### config.mk
export PLATFORM = sky130hd
export DESIGN_NAME = mp_addsub_seq
export DESIGN_NICKNAME = d
export VERILOG_FILES = /design/src/rtl/mp_addsub_seq_pkg.sv /design/src/rtl/mp_addsub_seq_addsub.sv /design/src/rtl/mp_addsub_seq.sv
export SDC_FILE = /design/constraint.sdc
export NUM_CORES = 1
export LEC_CHECK = 0
export ABC_CLOCK_PERIOD_IN_PS = 6000
export BUFFER_PORTS_ARGS = -buffer_cell sky130_fd_sc_hd__buf_2
export CORE_MARGIN = 1
export CORE_UTILIZATION = 61
export CTS_BUF_LIST = sky130_fd_sc_hd__clkbuf_4 sky130_fd_sc_hd__clkbuf_8
export CTS_CLUSTER_DIAMETER = 150
export CTS_CLUSTER_SIZE = 8
export DETAILED_ROUTE_END_ITERATION = 10
export MAX_ROUTING_LAYER = met4
export PLACE_DENSITY = 0.89
export SLEW_MARGIN = 15
export SYNTH_ARGS = -nofsm -noshare
export SYNTH_HDL_FRONTEND = slang
export SYNTH_HIERARCHICAL = 1
export SYNTH_SLANG_ARGS = --single-unit
export TNS_END_PERCENT = 10
### constraint.sdc
create_clock -name clk -period 6 [get_ports clk]
set_clock_uncertainty 0.05 [all_clocks]
set_input_delay 0.6 -clock clk [delete_from_list [all_inputs] [get_ports clk]]
set_output_delay 0.6 -clock clk [all_outputs]
set_load 0.03 [all_outputs]
### src/rtl/mp_addsub_seq_pkg.sv
// Shared constants and state encoding for the multi-precision add/subtract sequencer.
package mp_addsub_seq_pkg;

   localparam int unsigned WORD_SIZE     = 16;
   localparam int unsigned DEFAULT_LEN_W = 4;

   typedef enum logic [1:0] {
      ST_IDLE  = 2'd0,
      ST_RUN   = 2'd1,
      ST_DRAIN = 2'd2,
      ST_DONE  = 2'd3
   } state_e;

endpackage

### src/rtl/mp_addsub_seq_addsub.sv
// Combinational word adder/subtractor; subtraction always injects a carry-in of 1.
module addsub
   import mp_addsub_seq_pkg::*;
(
   input  logic [WORD_SIZE-1:0] x,
   input  logic [WORD_SIZE-1:0] y,
   input  logic                 sub,
   input  logic                 carry,
   input  logic                 cin,
   output logic [WORD_SIZE-1:0] sum,
   output logic                 cout
);

   logic [WORD_SIZE-1:0] y_eff;
   logic                 c0;
   logic [WORD_SIZE:0]   wide;

   always_comb begin
      y_eff = sub ? ~y : y;
      c0    = sub ? 1'b1 : (carry & cin);
      wide  = {1'b0, x} + {1'b0, y_eff} + {{WORD_SIZE{1'b0}}, c0};
   end

   assign sum  = wide[WORD_SIZE-1:0];
   assign cout = wide[WORD_SIZE];

endmodule

### src/rtl/mp_addsub_seq.sv
// Streams operand word pairs LS-first through one addsub, chaining carry/borrow between
// words, and reports final carry and all-zero flags.
module mp_addsub_seq
   import mp_addsub_seq_pkg::*;
#(
   parameter int unsigned LEN_W = DEFAULT_LEN_W
) (
   input  logic                 clk,
   input  logic                 rst_n,
   input  logic                 start,
   input  logic                 op_sub,
   input  logic                 op_use_cin,
   input  logic                 op_cin,
   input  logic [LEN_W-1:0]     op_len,
   input  logic                 in_valid,
   output logic                 in_ready,
   input  logic [WORD_SIZE-1:0] in_x,
   input  logic [WORD_SIZE-1:0] in_y,
   output logic                 out_valid,
   input  logic                 out_ready,
   output logic [WORD_SIZE-1:0] out_sum,
   output logic                 out_last,
   output logic                 busy,
   output logic                 done,
   output logic                 flag_c,
   output logic                 flag_z
);

   state_e             state;
   logic               sub_q;
   logic               use_cin_q;
   logic               cin_q;
   logic [LEN_W-1:0]   len_q;
   logic [LEN_W:0]     count_q;  // one spare bit so the maximum length never wraps
   logic               carry_q;
   logic               zero_acc_q;

   logic               as_sub;
   logic               as_carry;
   logic               as_cin;
   logic [WORD_SIZE-1:0] as_y;
   logic [WORD_SIZE-1:0] as_sum;
   logic               as_cout;

   logic               first_word;
   logic               last_word;
   logic               xfer;

   assign in_ready   = (state == ST_RUN) && (!out_valid || out_ready);
   assign xfer       = in_valid && in_ready;
   assign first_word = (count_q == '0);
   assign last_word  = (count_q == {1'b0, len_q});

   // Words above 0 run as plain adds of ~y so the borrow can chain through cin.
   always_comb begin
      if (first_word) begin
         as_sub   = sub_q;
         as_carry = use_cin_q && !sub_q;
         as_cin   = cin_q;
         as_y     = in_y;
      end else begin
         as_sub   = 1'b0;
         as_carry = 1'b1;
         as_cin   = carry_q;
         as_y     = sub_q ? ~in_y : in_y;
      end
   end

   addsub u_addsub (
      .x     (in_x),
      .y     (as_y),
      .sub   (as_sub),
      .carry (as_carry),
      .cin   (as_cin),
      .sum   (as_sum),
      .cout  (as_cout)
   );

   always_ff @(posedge clk or negedge rst_n) begin
      if (!rst_n) begin
         state      <= ST_IDLE;
         sub_q      <= 1'b0;
         use_cin_q  <= 1'b0;
         cin_q      <= 1'b0;
         len_q      <= '0;
         count_q    <= '0;
         carry_q    <= 1'b0;
         zero_acc_q <= 1'b0;
         out_valid  <= 1'b0;
         out_sum    <= '0;
         out_last   <= 1'b0;
         busy       <= 1'b0;
         done       <= 1'b0;
         flag_c     <= 1'b0;
         flag_z     <= 1'b0;
      end else begin
         done <= 1'b0;
         case (state)
            ST_IDLE: begin
               if (start) begin
                  sub_q      <= op_sub;
                  use_cin_q  <= op_use_cin;
                  cin_q      <= op_cin;
                  len_q      <= op_len;
                  count_q    <= '0;
                  zero_acc_q <= 1'b1;
                  busy       <= 1'b1;
                  state      <= ST_RUN;
               end
            end
            ST_RUN: begin
               if (xfer) begin
                  out_sum    <= as_sum;
                  out_valid  <= 1'b1;
                  out_last   <= last_word;
                  carry_q    <= as_cout;
                  zero_acc_q <= zero_acc_q && (as_sum == '0);
                  count_q    <= count_q + 1'b1;
                  if (last_word) begin
                     state <= ST_DRAIN;
                  end
               end else if (out_ready) begin
                  out_valid <= 1'b0;
               end
            end
            ST_DRAIN: begin
               if (out_valid && out_ready && out_last) begin
                  flag_c    <= carry_q;
                  flag_z    <= zero_acc_q;
                  out_valid <= 1'b0;
                  out_last  <= 1'b0;
                  done      <= 1'b1;
                  state     <= ST_DONE;
               end
            end
            ST_DONE: begin
               busy  <= 1'b0;
               state <= ST_IDLE;
            end
            default: state <= ST_IDLE;
         endcase
      end
   end

endmodule
==> results of run 1 <==
-- kinds of logic after synthesis --
logic type	count (synthesis)	synth area share (%)
flip-flops	38	32.6
adder cells (fa/ha/maj)	23	10.4
XOR/XNOR	53	15.9
multiplexers	30	11.6
buffers and inverters	26	4.50
AND/OR/NAND/NOR	64	11.7
AO/OA/AOI/OAI	60	13.4
-- cells in the mapped netlist, types with 4 or more instances --
cell type,number
nand4_1,6
xor2_1,24
mux2_2,26
xnor2_1,29
nor4_1,5
ha_1,21
nand3_1,5
nand2_1,22
a21o_1,7
o21ai_0,14
nor2_1,11
dfrtp_1,38
a21oi_1,18
a31oi_1,4
buf_2,6
inv_1,14
-- sequential cells by signal (all words and copies together), names as in the netlist --
register	cells
flag_c	1
out_last	1
flag_z	1
sub_q	1
zero_acc_q	1
cin_q	1
count_q	5
state	2
busy	1
carry_q	1
done	1
out_valid	1
out_sum	16
use_cin_q	1
len_q	4
-- critical path, stage by stage (launching register included) --
cell	delay, ns
dfrtp_1	0.42
inv_1	0.12
ha_1	0.16
nor4b_2	0.34
nand2b_1	0.80
xnor2_1	0.17
xor2_1	0.19
fa_1	0.49
inv_1	0.10
fa_1	0.20
nor2b_1	0.07
o2111ai_1	0.33
a21oi_1	0.18
a31oi_1	0.26
mux2i_1	0.26
nor4_1	0.07
nand4_1	0.08
nand2_1	0.05
a21o_1	0.19
-- final cells by class --
class / instances / area, um^2
clock buffers: 5 / 68.8
flip-flops and latches: 38 / 951
well taps: 52 / 65.1
fillers: 310 / 1100
clock inverters: 3 / 68.8
inverters: 14 / 52.6
repair buffers: 66 / 330
multi-input cells: 230 / 1840
-- path summary, 6_finish.rpt --
check,cells past startpoint,start,to
min,1,rst_n,state[0]$_DFFE_PN0P_
max in group asynchronous,1,rst_n,count_q[1]$_DFFE_PN0P_
min reg2reg,2,flag_c$_DFFE_PN0P_,flag_c$_DFFE_PN0P_
max reg2reg,18,count_q[0]$_DFFE_PN0P_,zero_acc_q$_DFFE_PN0P_
min in group clk,2,flag_c$_DFFE_PN0P_,flag_c$_DFFE_PN0P_
max,18,count_q[0]$_DFFE_PN0P_,zero_acc_q$_DFFE_PN0P_
-- metal layers --
| layer | vias up | track usage, % |
|---|---|---|
| li1 | 1149 | - |
| met1 | 1165 | 37.9 |
| met2 | 128 | 47.5 |
| met3 | 26 | 4.13 |
| met4 | 0 | 11.6 |
| met5 | - | - |
-- through the flow --
step	utilization [%]	setup WS [ns]	area, um^2	hold slack (ns)	instances
after floorplan	-	2.29	2920	0.254	294
after global placement	72.3	1.73	3240	0.411	400
after detailed placement	72.3	1.52	3240	0.423	400
after CTS	75.4	1.38	3370	0.375	408
after global routing	75.4	1.02	3370	0.420	408
final	75.4	1.36	3370	0.351	408
==> summary.md, run 1 <==
| Metric | Value |
|---|---|
| Outcome | finished, violations left |
| Failing checks | design-rule violations |
| Crit path arrival time | 4.79 ns |
| Final Hold Viols | 0 |
| CTS resizes | 0 |
| ANT nets after route | 0 |
| Most common cell after layout, fill and taps aside | buf_2 |
| DR iter-0 viols | 250 |
| Layout area overhead | 15.6% |
| RSZ-0062 raised after global routing | no |
| Largest net degree at the start of global routing | 39 |
| Yosys warning count | 6 |
| Synth Area per Inst | 9.93 um^2 |
| Via count | 2468 |
| # setup viols final | 0 |
| Number of post-CTS setup repair buffers | 0 |
| TritonCTS Buffers | 5 |
| M1 wire length | 2910 um |
| CTS Sinks | 38 |
| Fraction of layout cells with a size suffix above 1 | 31.5% |
| Initial Util | 65.2% |
| #FFs+latches synth | 38 |
| Post-synth top area cell | dfrtp_1 |
| Final min period | 4.64 ns |
| Die H | 71.2 um |
| Root buffer cell | clkbuf_8 |
| Metal3 WL | 374 um |
| Final #Nets | 422 |
| Latest clock arrival within the worst-skew pair | 0.29 ns |
| Crit Path Max Fanout | 16 |
| CTS max path bufs | 2 |
| Die width | 71.2 um |
| EDFF count, synth | 0 |
| CTS Hold Buffers Added | 0 |
| Routability cong. | 0.886 |
| Worst Max-Slew Pin Slew | 0.962 ns |
| Commonest cells after routing, fill and taps aside | 66 x buf_2, 38 x dfrtp_1, 29 x xnor2_1 |
| Peak Freq | 215 MHz |
| Vias in the first global route | 2374 |
| Drt drc | 11 |
| Row count | 24 |
| DR WL met2 | 3290 um |
| Cells after synthesis | 294 |
| Remaining Overflow, GRT | 0 |
| Net count after synthesis | 361 |
| Placeable Area | 4470 um^2 |
| Kind of critical path | reg2reg |
| GRT Overall Usage | 29.6% |
| Final period util | 77.4% |
| Top cell type's share of synthesized area | 32.6% |
| PortBufs | 66 |
| Global-route wire length before repair | 11300 um |
| CTS clk-pin slew, worst paths | 0.08 ns |
| Post-detail-place hpwl | 4930 um |
| Via/cell ratio | 6.05 |
| Crit end category | flop |
| CTS tree | yes |
| Drt total wl | 6760 um |
| # diodes | 0 |
| TNS Setup | 0 ns |
| Initial antenna violation count | 0 |
| Sequential share of the synthesized area | 32.6% |
| DR pass1 iterations | 9 |
| I/O Pins | 67 |
| Pins Over Slew Limit | 0 |
| HP Class | in2async |
| Ys async rst share | 100% |
| Highest routed layer | met4 |
| Relative slew margins | 35.8% |
| Max_cap viols | 0 |
| Die Area | 5070 um^2 |
| Distinct cell type count after synthesis | 45 |
| Post-Syn Area | 2920 um^2 |
| Wire per inst | 16.6 um |
| Ys flop type | dfrtp_1 |
| Synth area leaders | dfrtp_1 33%, mux2_2 10%, ha_1 9.0%, xnor2_1 8.7%, xor2_1 7.2% |
| Critical Path RT | 6.14 ns |
| H-tree Lvls | 2 |
| R2R setup slack | 1.36 ns |
| Type of origin of the critical path | flop |
Power of run 1 is left out: the tool's default activity adds up to more than one toggle a clock period on the data nets, which glitch-free logic cannot reach.
==> inputs of run 2 (changes only) <==
- ABC_CLOCK_PERIOD_IN_PS: 6000 -> 4400
- CORE_UTILIZATION: 61 -> 56
- PLACE_DENSITY: 0.89 -> 0.82
- clock period: 6 -> 4.4 ns (I/O delays scaled with it)
==> run 2 against run 1 <==
  * The flow now finishes without violations
  * Via count down 3.9%
  * Cell count up 4.2%
  * Non-clock buffer count up 2
  * Flip-flop and latch count unchanged
  * Largest cell class unchanged
  * Highest routed layer unchanged
==> summary.md, run 2 (same netlist as run 1, synthesis figures left out) <==
| Metric | Value |
|---|---|
| Crit path max-delay cell type | fa_1 |
| Via/cell ratio | 5.58 (-7.8%) |
| Cell count along the critical path | 18 (unchanged) |
| TNS Setup | 0 ns (unchanged) |
| Crit Path Max Fanout | 15 (-1) |
| Max_cap viols | 0 (unchanged) |
| Critical Path RT | 4.60 ns (-1.54 ns) |
| # diodes | 0 (unchanged) |
| Kind of critical path | reg2reg |
| CTS max path bufs | 2 (unchanged) |
| Die width | 74.2 um (+4.3%) |
| H-tree Lvls | 2 (unchanged) |
| Critical Path Max Stage Delay | 0.43 ns (-0.37 ns) |
| Global-route wire length before repair | 9960 um (-12%) |
| Type of origin of the critical path | flop |
| Layout area overhead | 15.9% |
| Final min period | 3.97 ns (-0.675 ns) |
| CTS Sinks | 38 (unchanged) |
| Drt drc | 0 (-11) |
| Worst Max-Slew Pin Slew | 0.835 ns (-0.127 ns) |
| Vias in the first global route | 2198 (-7.4%) |
| Cells on worst reg2reg path | 18 (unchanged) |
| Cell Chain, Critical Path | inv_1, ha_1, nor4b_2, nand2b_1, buf_4, xnor2_1, xor2_1, inv_1, fa_1, nor2b_1, o2111ai_1, a21oi_1, a311oi_2, xnor2_1, nor4_1, nand4_1, nand2_1, a21o_1 |
| RSZ-0062 raised after global routing | no |
| Crit path buf inv count | 3 (+1) |
| Pins Over Slew Limit | 0 (unchanged) |
| Via count | 2371 (-3.9%) |
| CTS resizes | 0 (unchanged) |
| Peak Freq | 252 MHz (+17%) |
| I/O Pins | 67 (unchanged) |
| Number of post-CTS setup repair buffers | 0 (unchanged) |
| Root buffer cell | clkbuf_8 |
| Commonest cells after routing, fill and taps aside | 66 x buf_2, 38 x dfrtp_1, 29 x xnor2_1 |
| Biggest register | out_sum |
| Outcome | finished, final reports clean |
| Die H | 74.2 um (+4.3%) |
| DR pass1 iterations | 4 (-5) |
| Wire per inst | 14.4 um (-13%) |
| Initial antenna violation count | 0 (unchanged) |
| Crit-path leading delay family | simple AND/OR/NAND/NOR gates |
| Final Hold Viols | 0 (unchanged) |
| Largest net degree at the start of global routing | 39 (unchanged) |
| Routability cong. | 0.900 (+1.6%) |
| GRT Overall Usage | 24.6% (-5.0 points) |
| Fraction of layout cells with a size suffix above 1 | 31.8% (+0.38 points) |
| Remaining Overflow, GRT | 0 (unchanged) |
| Row count | 25 (+4.2%) |
| Crit path arrival time | 4.17 ns (-0.62 ns) |
| Final hold slack | 0.190 ns (-0.160 ns) |
| DR iter-0 viols | 95 (-62%) |
| Latest clock arrival within the worst-skew pair | 0.30 ns (about the same) |
| CTS clk-pin slew, worst paths | 0.08 ns (about the same) |
| HP Class | in2async |
| Relative slew margins | 44.3% (+8.5 points) |
| PortBufs | 66 (unchanged) |
| Post-detail-place hpwl | 4760 um (-3.4%) |
| TritonCTS Buffers | 5 (unchanged) |
| CTS tree | yes |
| Biggest registers after layout | out_sum: 16 flops, count_q: 5 flops, len_q: 4 flops |
| Most common cell after layout, fill and taps aside | buf_2 |
| Crit end category | flop |
| Final period util | 90.2% (+13 points) |
| ANT nets after route | 0 (unchanged) |
| Initial Util | 59.8% (-5.4 points) |
| Placeable Area | 4880 um^2 (+9.1%) |
| Die Area | 5510 um^2 (+8.7%) |
| Drt total wl | 6120 um (-9.6%) |
| Max reg flops | 16 (unchanged) |
| Final #Nets | 424 (+0.47%) |
| CTS Hold Buffers Added | 0 (unchanged) |
| # setup viols final | 0 (unchanged) |
## run 2: changes by cell type in the layout (fill, tap and decap cells not counted), sizes merged
cell and delta:
buf +2, bufinv -1, clkinv -1, clkinvlp +2
## run 2: layout make-up
| cell class | instances | area, um^2 |
|---|---|---|
| Sequential cell | 38 | 951 |
| Clock buffer | 5 | 68.8 |
| Fill cell | 400 | 1500 |
| Timing Repair Buffer | 68 | 345 |
| Tap cell | 67 | 83.8 |
| Multi-Input combinational cell | 230 | 1840 |
| Clock inverter | 3 | 45.0 |
| Inverter | 14 | 52.6 |
## run 2: per-stage QoR
step | area, um^2 | worst slack [ns] | util (%) | instances
2_1_floorplan | 2920 | 0.693 | - | 294
3_3_place_gp | 3270 | 0.726 | 67.0 | 417
3_5_place_dp | 3270 | 0.524 | 67.0 | 417
4_1_cts | 3380 | 0.483 | 69.3 | 425
5_1_grt | 3380 | 0.151 | 69.3 | 425
6_report | 3380 | 0.430 | 69.3 | 425
## run 2: worst register-to-register path: stages, from the launching register on
cell	delay, ns
dfrtp_1	0.42
inv_1	0.11
ha_1	0.15
nor4b_2	0.32
nand2b_1	0.20
buf_4	0.28
xnor2_1	0.18
xor2_1	0.22
inv_1	0.08
fa_1	0.43
nor2b_1	0.18
o2111ai_1	0.18
a21oi_1	0.28
a311oi_2	0.09
xnor2_1	0.17
nor4_1	0.24
nand4_1	0.13
nand2_1	0.10
a21o_1	0.11
## run 2: path summary, 6_finish.rpt
kind,from,endpoint,slack (ns)
max,count_q[0]$_DFFE_PN0P_,zero_acc_q$_DFFE_PN0P_,0.43
max reg2reg,count_q[0]$_DFFE_PN0P_,zero_acc_q$_DFFE_PN0P_,0.43
max in group asynchronous,rst_n,sub_q$_DFFE_PN0P_,3.59
min,rst_n,state[1]$_DFFE_PN0P_,0.19
min in group clk,op_use_cin,use_cin_q$_DFFE_PN0P_,0.32
min reg2reg,flag_z$_DFFE_PN0P_,flag_z$_DFFE_PN0P_,0.45
## run 2: layer usage
metal,up-vias,global-route usage (%),share of wire [%]
li1,1152,-,-
met1,1130,32.7,47
met2,79,37.7,47
met3,10,3.79,4.4
met4,0,9.40,1.8
met5,-,-,0
Power of run 2 is left out for the same reason.
